File: config.mk
export PLATFORM = sky130hd
export DESIGN_NAME = puf_ro_eval_flat
export DESIGN_NICKNAME = d
export VERILOG_FILES = /design/src/rtl/puf_ro_eval_if.sv /design/src/rtl/puf_ro_eval.sv /design/src/flat_wrapper.sv
export SDC_FILE = /design/constraint.sdc
export NUM_CORES = 1
export LEC_CHECK = 0
export CORE_ASPECT_RATIO = 0.7
export CORE_MARGIN = 4
export CORE_UTILIZATION = 30
export DETAILED_ROUTE_END_ITERATION = 6
export PLACE_DENSITY = 0.59
export SYNTH_ARGS = -nofsm -noshare
export SYNTH_HDL_FRONTEND = slang
export SYNTH_SLANG_ARGS = --single-unit
File: constraint.sdc
create_clock -name i_clk -period 3.1 [get_ports i_clk]
set_input_delay 0.31 -clock i_clk [delete_from_list [all_inputs] [get_ports i_clk]]
set_output_delay 0.31 -clock i_clk [all_outputs]
set_load 0.02 [all_outputs]
File: src/rtl/puf_ro_eval_if.sv
// Request/result bundle between the PUF challenge/response controller (master)
// and the ring-oscillator pair evaluator (slave).
interface puf_ro_eval_if #(
    parameter int N_RO  = 8,
    parameter int CNT_W = 16,
    parameter int WIN_W = 16,
    parameter int SEL_W = $clog2(N_RO)
);
    logic             i_start;
    logic [SEL_W-1:0] i_sel_a;
    logic [SEL_W-1:0] i_sel_b;
    logic [WIN_W-1:0] i_win;
    logic             o_busy;
    logic             o_valid;
    logic             o_resp;
    logic             o_tie;
    logic             o_err;
    logic [CNT_W-1:0] o_cnt_a;
    logic [CNT_W-1:0] o_cnt_b;

    modport master (
        output i_start, i_sel_a, i_sel_b, i_win,
        input  o_busy, o_valid, o_resp, o_tie, o_err, o_cnt_a, o_cnt_b
    );

    modport slave (
        input  i_start, i_sel_a, i_sel_b, i_win,
        output o_busy, o_valid, o_resp, o_tie, o_err, o_cnt_a, o_cnt_b
    );
endinterface

File: src/rtl/puf_ro_eval.sv
// Ring-oscillator PUF evaluator: enables a challenge-selected RO pair, counts
// synchronized rising edges of each over a window and compares the two counts.
module puf_ro_eval #(
    parameter int N_RO       = 8,
    parameter int CNT_W      = 16,
    parameter int WIN_W      = 16,
    parameter int SETTLE_CYC = 4
) (
    input  logic            i_clk,
    input  logic            i_rst_n,
    puf_ro_eval_if.slave    io_bus,
    input  logic [N_RO-1:0] i_ro,
    output logic [N_RO-1:0] o_ro_en
);
    localparam int SEL_W = $clog2(N_RO);
    localparam int SET_W = $clog2(SETTLE_CYC + 1);
    localparam int TMR_W = (WIN_W > SET_W) ? WIN_W : SET_W;
    localparam logic [CNT_W-1:0] CNT_MAX = '1;

    typedef enum logic [2:0] {
        S_IDLE,
        S_SETTLE,
        S_COUNT,
        S_CMP,
        S_ERR
    } state_t;

    state_t           r_state;
    logic [SEL_W-1:0] r_sel_a;
    logic [SEL_W-1:0] r_sel_b;
    logic [WIN_W-1:0] r_win;
    logic [TMR_W-1:0] r_timer;
    logic [CNT_W-1:0] r_cnt_a;
    logic [CNT_W-1:0] r_cnt_b;
    logic [N_RO-1:0]  r_sync1;
    logic [N_RO-1:0]  r_sync2;
    logic [N_RO-1:0]  r_prev;
    logic [N_RO-1:0]  r_ro_en;
    logic             r_busy;
    logic             r_valid;
    logic             r_resp;
    logic             r_tie;
    logic             r_err;
    logic [CNT_W-1:0] r_res_a;
    logic [CNT_W-1:0] r_res_b;

    logic [N_RO-1:0]  w_edge;
    logic [N_RO-1:0]  w_en_pair;
    logic             w_illegal;
    logic [CNT_W-1:0] w_cnt_a_nxt;
    logic [CNT_W-1:0] w_cnt_b_nxt;

    // Every RO bit is synchronized continuously, so the edge detector is
    // already primed for whichever pair gets selected.
    always_ff @(posedge i_clk or negedge i_rst_n) begin
        if (!i_rst_n) begin
            r_sync1 <= '0;
            r_sync2 <= '0;
            r_prev  <= '0;
        end else begin
            r_sync1 <= i_ro;
            r_sync2 <= r_sync1;
            r_prev  <= r_sync2;
        end
    end

    always_comb begin
        w_edge    = r_sync2 & ~r_prev;
        w_illegal = (io_bus.i_sel_a == io_bus.i_sel_b) ||
                    (int'(io_bus.i_sel_a) >= N_RO) ||
                    (int'(io_bus.i_sel_b) >= N_RO) ||
                    (io_bus.i_win == '0);
        w_en_pair = '0;
        w_en_pair[io_bus.i_sel_a] = 1'b1;
        w_en_pair[io_bus.i_sel_b] = 1'b1;
        w_cnt_a_nxt = r_cnt_a;
        w_cnt_b_nxt = r_cnt_b;
        if (r_state == S_COUNT) begin
            if (w_edge[r_sel_a] && (r_cnt_a != CNT_MAX)) w_cnt_a_nxt = r_cnt_a + 1'b1;
            if (w_edge[r_sel_b] && (r_cnt_b != CNT_MAX)) w_cnt_b_nxt = r_cnt_b + 1'b1;
        end
    end

    // Results are taken from the next-count values so the edge seen in the
    // last COUNT cycle is included in the comparison made on the same edge.
    always_ff @(posedge i_clk or negedge i_rst_n) begin
        if (!i_rst_n) begin
            r_state <= S_IDLE;
            r_sel_a <= '0;
            r_sel_b <= '0;
            r_win   <= '0;
            r_timer <= '0;
            r_cnt_a <= '0;
            r_cnt_b <= '0;
            r_ro_en <= '0;
            r_busy  <= 1'b0;
            r_valid <= 1'b0;
            r_resp  <= 1'b0;
            r_tie   <= 1'b0;
            r_err   <= 1'b0;
            r_res_a <= '0;
            r_res_b <= '0;
        end else begin
            r_valid <= 1'b0;
            r_cnt_a <= w_cnt_a_nxt;
            r_cnt_b <= w_cnt_b_nxt;
            case (r_state)
                S_IDLE: begin
                    if (io_bus.i_start) begin
                        r_sel_a <= io_bus.i_sel_a;
                        r_sel_b <= io_bus.i_sel_b;
                        r_win   <= io_bus.i_win;
                        if (w_illegal) begin
                            r_state <= S_ERR;
                            r_valid <= 1'b1;
                            r_err   <= 1'b1;
                            r_resp  <= 1'b0;
                            r_tie   <= 1'b0;
                            r_res_a <= '0;
                            r_res_b <= '0;
                        end else begin
                            r_state <= S_SETTLE;
                            r_busy  <= 1'b1;
                            r_ro_en <= w_en_pair;
                            r_timer <= TMR_W'(SETTLE_CYC - 1);
                            r_cnt_a <= '0;
                            r_cnt_b <= '0;
                        end
                    end
                end
                S_SETTLE: begin
                    if (r_timer == '0) begin
                        r_state <= S_COUNT;
                        r_timer <= TMR_W'(r_win) - 1'b1;
                    end else begin
                        r_timer <= r_timer - 1'b1;
                    end
                end
                S_COUNT: begin
                    if (r_timer == '0) begin
                        r_state <= S_CMP;
                        r_ro_en <= '0;
                        r_valid <= 1'b1;
                        r_resp  <= (w_cnt_a_nxt > w_cnt_b_nxt);
                        r_tie   <= (w_cnt_a_nxt == w_cnt_b_nxt);
                        r_err   <= 1'b0;
                        r_res_a <= w_cnt_a_nxt;
                        r_res_b <= w_cnt_b_nxt;
                    end else begin
                        r_timer <= r_timer - 1'b1;
                    end
                end
                S_CMP: begin
                    r_state <= S_IDLE;
                    r_busy  <= 1'b0;
                end
                S_ERR: begin
                    r_state <= S_IDLE;
                end
                default: begin
                    r_state <= S_IDLE;
                end
            endcase
        end
    end

    assign o_ro_en        = r_ro_en;
    assign io_bus.o_busy  = r_busy;
    assign io_bus.o_valid = r_valid;
    assign io_bus.o_resp  = r_resp;
    assign io_bus.o_tie   = r_tie;
    assign io_bus.o_err   = r_err;
    assign io_bus.o_cnt_a = r_res_a;
    assign io_bus.o_cnt_b = r_res_b;
endmodule

File: src/flat_wrapper.sv
// flat-port wrapper written by rule: the top's interface ports become plain ports
module puf_ro_eval_flat 
#(
    parameter int N_RO       = 8,
    parameter int CNT_W      = 16,
    parameter int WIN_W      = 16,
    parameter int SETTLE_CYC = 4
)
  (i_clk, i_rst_n, i_ro, o_ro_en, io_bus_i_start, io_bus_i_sel_a, io_bus_i_sel_b, io_bus_i_win, io_bus_o_busy, io_bus_o_valid, io_bus_o_resp, io_bus_o_tie, io_bus_o_err, io_bus_o_cnt_a, io_bus_o_cnt_b);
  puf_ro_eval_if #(.N_RO(N_RO), .CNT_W(CNT_W), .WIN_W(WIN_W)) io_bus_i ();
  input  logic i_clk;
  input  logic i_rst_n;
  input  logic [N_RO-1:0] i_ro;
  output logic [N_RO-1:0] o_ro_en;
  input wire logic [$bits(io_bus_i.i_start)-1:0] io_bus_i_start;
  input wire logic [$bits(io_bus_i.i_sel_a)-1:0] io_bus_i_sel_a;
  input wire logic [$bits(io_bus_i.i_sel_b)-1:0] io_bus_i_sel_b;
  input wire logic [$bits(io_bus_i.i_win)-1:0] io_bus_i_win;
  output wire logic [$bits(io_bus_i.o_busy)-1:0] io_bus_o_busy;
  output wire logic [$bits(io_bus_i.o_valid)-1:0] io_bus_o_valid;
  output wire logic [$bits(io_bus_i.o_resp)-1:0] io_bus_o_resp;
  output wire logic [$bits(io_bus_i.o_tie)-1:0] io_bus_o_tie;
  output wire logic [$bits(io_bus_i.o_err)-1:0] io_bus_o_err;
  output wire logic [$bits(io_bus_i.o_cnt_a)-1:0] io_bus_o_cnt_a;
  output wire logic [$bits(io_bus_i.o_cnt_b)-1:0] io_bus_o_cnt_b;
  assign io_bus_i.i_start = io_bus_i_start;
  assign io_bus_i.i_sel_a = io_bus_i_sel_a;
  assign io_bus_i.i_sel_b = io_bus_i_sel_b;
  assign io_bus_i.i_win = io_bus_i_win;
  assign io_bus_o_busy = io_bus_i.o_busy;
  assign io_bus_o_valid = io_bus_i.o_valid;
  assign io_bus_o_resp = io_bus_i.o_resp;
  assign io_bus_o_tie = io_bus_i.o_tie;
  assign io_bus_o_err = io_bus_i.o_err;
  assign io_bus_o_cnt_a = io_bus_i.o_cnt_a;
  assign io_bus_o_cnt_b = io_bus_i.o_cnt_b;
  puf_ro_eval #(.N_RO(N_RO), .CNT_W(CNT_W), .WIN_W(WIN_W), .SETTLE_CYC(SETTLE_CYC)) u_core (.i_clk(i_clk), .i_rst_n(i_rst_n), .io_bus(io_bus_i), .i_ro(i_ro), .o_ro_en(o_ro_en));
endmodule
==> summary.md <==
| Metric | Value |
|---|---|
| Net Sw Frac | 0.2772 |
| Layout Cells excl Fill | 1184 |
| DIE AREA | 26040 um^2 |
| RSZ-0062 raised after global routing | true |
| P per Cell Area | 542.2 nW/um^2 |
| Dominant cells by area after synthesis | dfrtp_1 50%, nor2_1 3.8%, ha_1 3.7% |
| Num CTS Buffers | 17 |
| Peak VDD IR | 322.9 uV |
| P_sw | 1.448 mW |
| Starting Density | 0.3083 |
| Yosys top cell area share | 0.5044 |
| Internal Power | 3.777 mW |
| Top-Level Pins | 78 |
| Sequential power share | 0.425 |
| Mapped cell area | 7046 um^2 |
| Drt pass-1 iters | 5 |
| Mean Syn Cell Area | 9.965 um^2 |
| Crit path DAT | 3550 ps |
| Pwr Total | 5.226 mW |
| Final GP Congestion | 0.8514 |
| FF-to-FF Start | u_core.r_sel_a[0] |
| CTS Sinks | 142 |
| Die W | 191.2 um |
| IO buf count | 77 |
| Ys async rst share | 1.000 |
| Most common cell after layout, fill and taps aside | dfrtp_1 |
| CTS root buf | clkbuf_16 |
| Hold WS | 325.9 ps |
| Area leader, netlist | dfrtp_1 |
| Initial antenna violation count | 0 |
| Clock-pin slew on the worst setup and hold paths | 60 ps |
| DRC Markers | 0 |
| Vias per cell | 4.823 |
| Tcrit/Tclk final | 1.047 |
| Relative slew slack | 0.3808 |
| Maximum clock insertion buffer count | 2 |
| Worst skew pair latency | 420 ps |
| Gr usage total | 0.1495 |
| Endpoints failing hold | 0 |
| Vias in the first global route | 5591 |
| Max FO, Critical Path | 3 |
| Most frequent cells in the layout | 142 x dfrtp_1, 84 x buf_4, 76 x clkdlybuf4s50_1 |
| Avg WL per Cell | 15.80 um |
| Part of the Yosys area used for sequential elements | 0.5044 |
| Sum Neg Setup Slack | -144.2 ps |
| Pleak | 4.163 nW |
| WL final | 18.71 mm |
| Synth Register Bits | 142 |
| Antenna Nets Post-Route | 0 |
| Starting DRT DRC Count | 479 |
| Depth of the CTS H-tree | 4 |
| Post-placement cell count | 1144 |
| Failing checks | negative setup slack |
| Crit start category | flip-flop |
| Cells after Synth | 707 |
| Gate power share | 0.180 |
| Share of cells above drive strength 1 | 0.2122 |
| Clock share of power | 0.395 |
| Setup CP Type | flip-flop to flip-flop |
| Top FF cell, synth | dfrtp_1 |
| Max-Cap Viols | 0 |
| Hold wc startpoint | i_ro[5] |
| Syn. warnings | 0 |
| Post-layout net count | 914 |
| Syn_nets | 761 |
| Remaining Overflow, GRT | 0 |
| Num rows | 46 |
| Data required, critical path | 3400 ps |
| Final setup viols | 1 |
| Final critical-path required period | 3244 ps |
| Worst Tran Pin Value | 925.4 ps |
| Synth unique cells | 61 |
| Inserted Diodes | 0 |
| Fin. max-slew vios | 0 |
| Setup ws final | -144.2 ps |
| Global-route wire length before repair | 30.73 mm |
| Crit path launch | u_core.r_sel_a[0] |
| Status | complete, but fails checks |
| Fmax | 308.2 MHz |
| Hold Path Class | input pin to flip-flop |
| Critical path capture point type | flip-flop |
| CORE AREA | 22850 um^2 |
| R2r setup slk | -140 ps |
| P&R area growth vs syn | 36.80% |
| DP HPWL | 13.67 mm |
| CTS tree | done |
| Final Skew | 13.31 ps |
| Largest net degree at the start of global routing | 72 |
| Post-synth EDFFs | 0 |
| Chip Height | 136.2 um |
| Via Count | 5711 |
synthesized netlist by cell type (all sizes together) (5+ instances only):
master / count
nand4: 13
or4: 5
xor2: 22
o21ai: 68
and3: 11
nor3: 21
nor3b: 8
clkbuf: 24
inv: 28
dfrtp: 142
ha: 21
nor2: 71
nor4b: 7
mux2: 19
buf: 8
or3: 5
nand3: 24
o31ai: 8
nand2b: 13
xnor2: 22
nand2: 70
a21oi: 27
nor4: 18
nor2b: 5
power by group through the flow:
stage / Sequential [mW] / Combinational [mW] / Clock [mW]
2_1_floorplan: 2.21 / 0.474 / 0
3_3_place_gp: 2.24 / 0.843 / 0
3_5_place_dp: 2.24 / 0.858 / 0
4_1_cts: 2.21 / 0.923 / 2.11
5_1_grt: 2.25 / 1.04 / 2.19
6_report: 2.22 / 0.940 / 2.06
area by class of cell:
cell class | instances | area, um^2
clock buffer | 23 | 488.0
clock inverter | 8 | 106.4
fill | 2189 | 13210
tap | 312 | 390.4
multi-input combinational | 505 | 3490
timing repair buffer | 166 | 1505
inverter | 28 | 105.1
sequential | 142 | 3553
per-stage QoR:
stage	utilization	area (um^2)	setup WS (ps)
floorplan	-	7049	-85.26
global placement	0.3814	8716	-139.4
detailed placement	0.3814	8716	-197.6
CTS	0.4194	9583	-109.9
global route	0.4218	9638	-295.7
finish	0.4218	9638	-144.2
repair_timing:
action | 4_1_cts | 5_1_grt
setup endpoints to repair | 2 | 2
setup buffers | 6 | 1
resized for setup | 29 | 9
pin swaps | 17 | 10
hold endpoints to repair | 69 | 0
hold buffers | 1 | 0
gates cloned | 1 | 0
kinds of logic (layout without fill, tap and decap cells):
family                     Yosys count  in the layout  share of synthesized area
muxes                               25             25                    0.04813
adders and majority gates           21             21                    0.03729
buffers and inverters               60            225                    0.03427
and+or+nand+nor                    285            285                     0.2122
xor gates and xnor gates            44             44                    0.05470
AOI/OAI and AO/OA                  130            130                     0.1090
DFF                                142            142                     0.5044
flip-flops by register name, indices dropped and copies added, names as in the netlist, 3 cells and up:
signal                 flops
u_core.r_cnt_b            16
u_core.r_sync1             8
u_core.r_sync2             8
u_core.io_bus.o_cnt_a     16
u_core.r_timer            16
u_core.r_state             3
u_core.r_prev              8
u_core.r_win              16
u_core.io_bus.o_cnt_b     16
u_core.r_sel_b             3
u_core.o_ro_en             8
u_core.r_sel_a             3
u_core.r_cnt_a            16
worst paths after layout:
kind,endpoint,cells past startpoint
worst min register to register,u_core.r_sync2[4],0
worst min-delay path,u_core.r_sync1[5],1
max in group asynchronous,u_core.r_timer[9],3
min in group asynchronous,u_core.io_bus.o_cnt_b[2],2
worst max-delay path,u_core.io_bus.o_resp,12
worst max register to register,u_core.io_bus.o_resp,12
metal layers:
layer  global-route usage  part of all wire  vias up
met1               0.2422              0.55     2755
met3              0.03337             0.042       20
li1                     -                 -     2810
met2               0.1921              0.39      126
met4              0.04745             0.017        0
met5                    0                 0        -
worst max-delay path, stage by stage, from the launching register on:
cell	delay, ps
dfrtp_1	370
inv_2	90
mux4_2	510
mux2_4	300
or4_4	530
xor2_2	170
inv_2	70
ha_4	210
or3_4	360
o2111ai_2	70
a21oi_2	40
nand4b_1	160
a32o_1	250
Power figures use the tool's default switching activity.
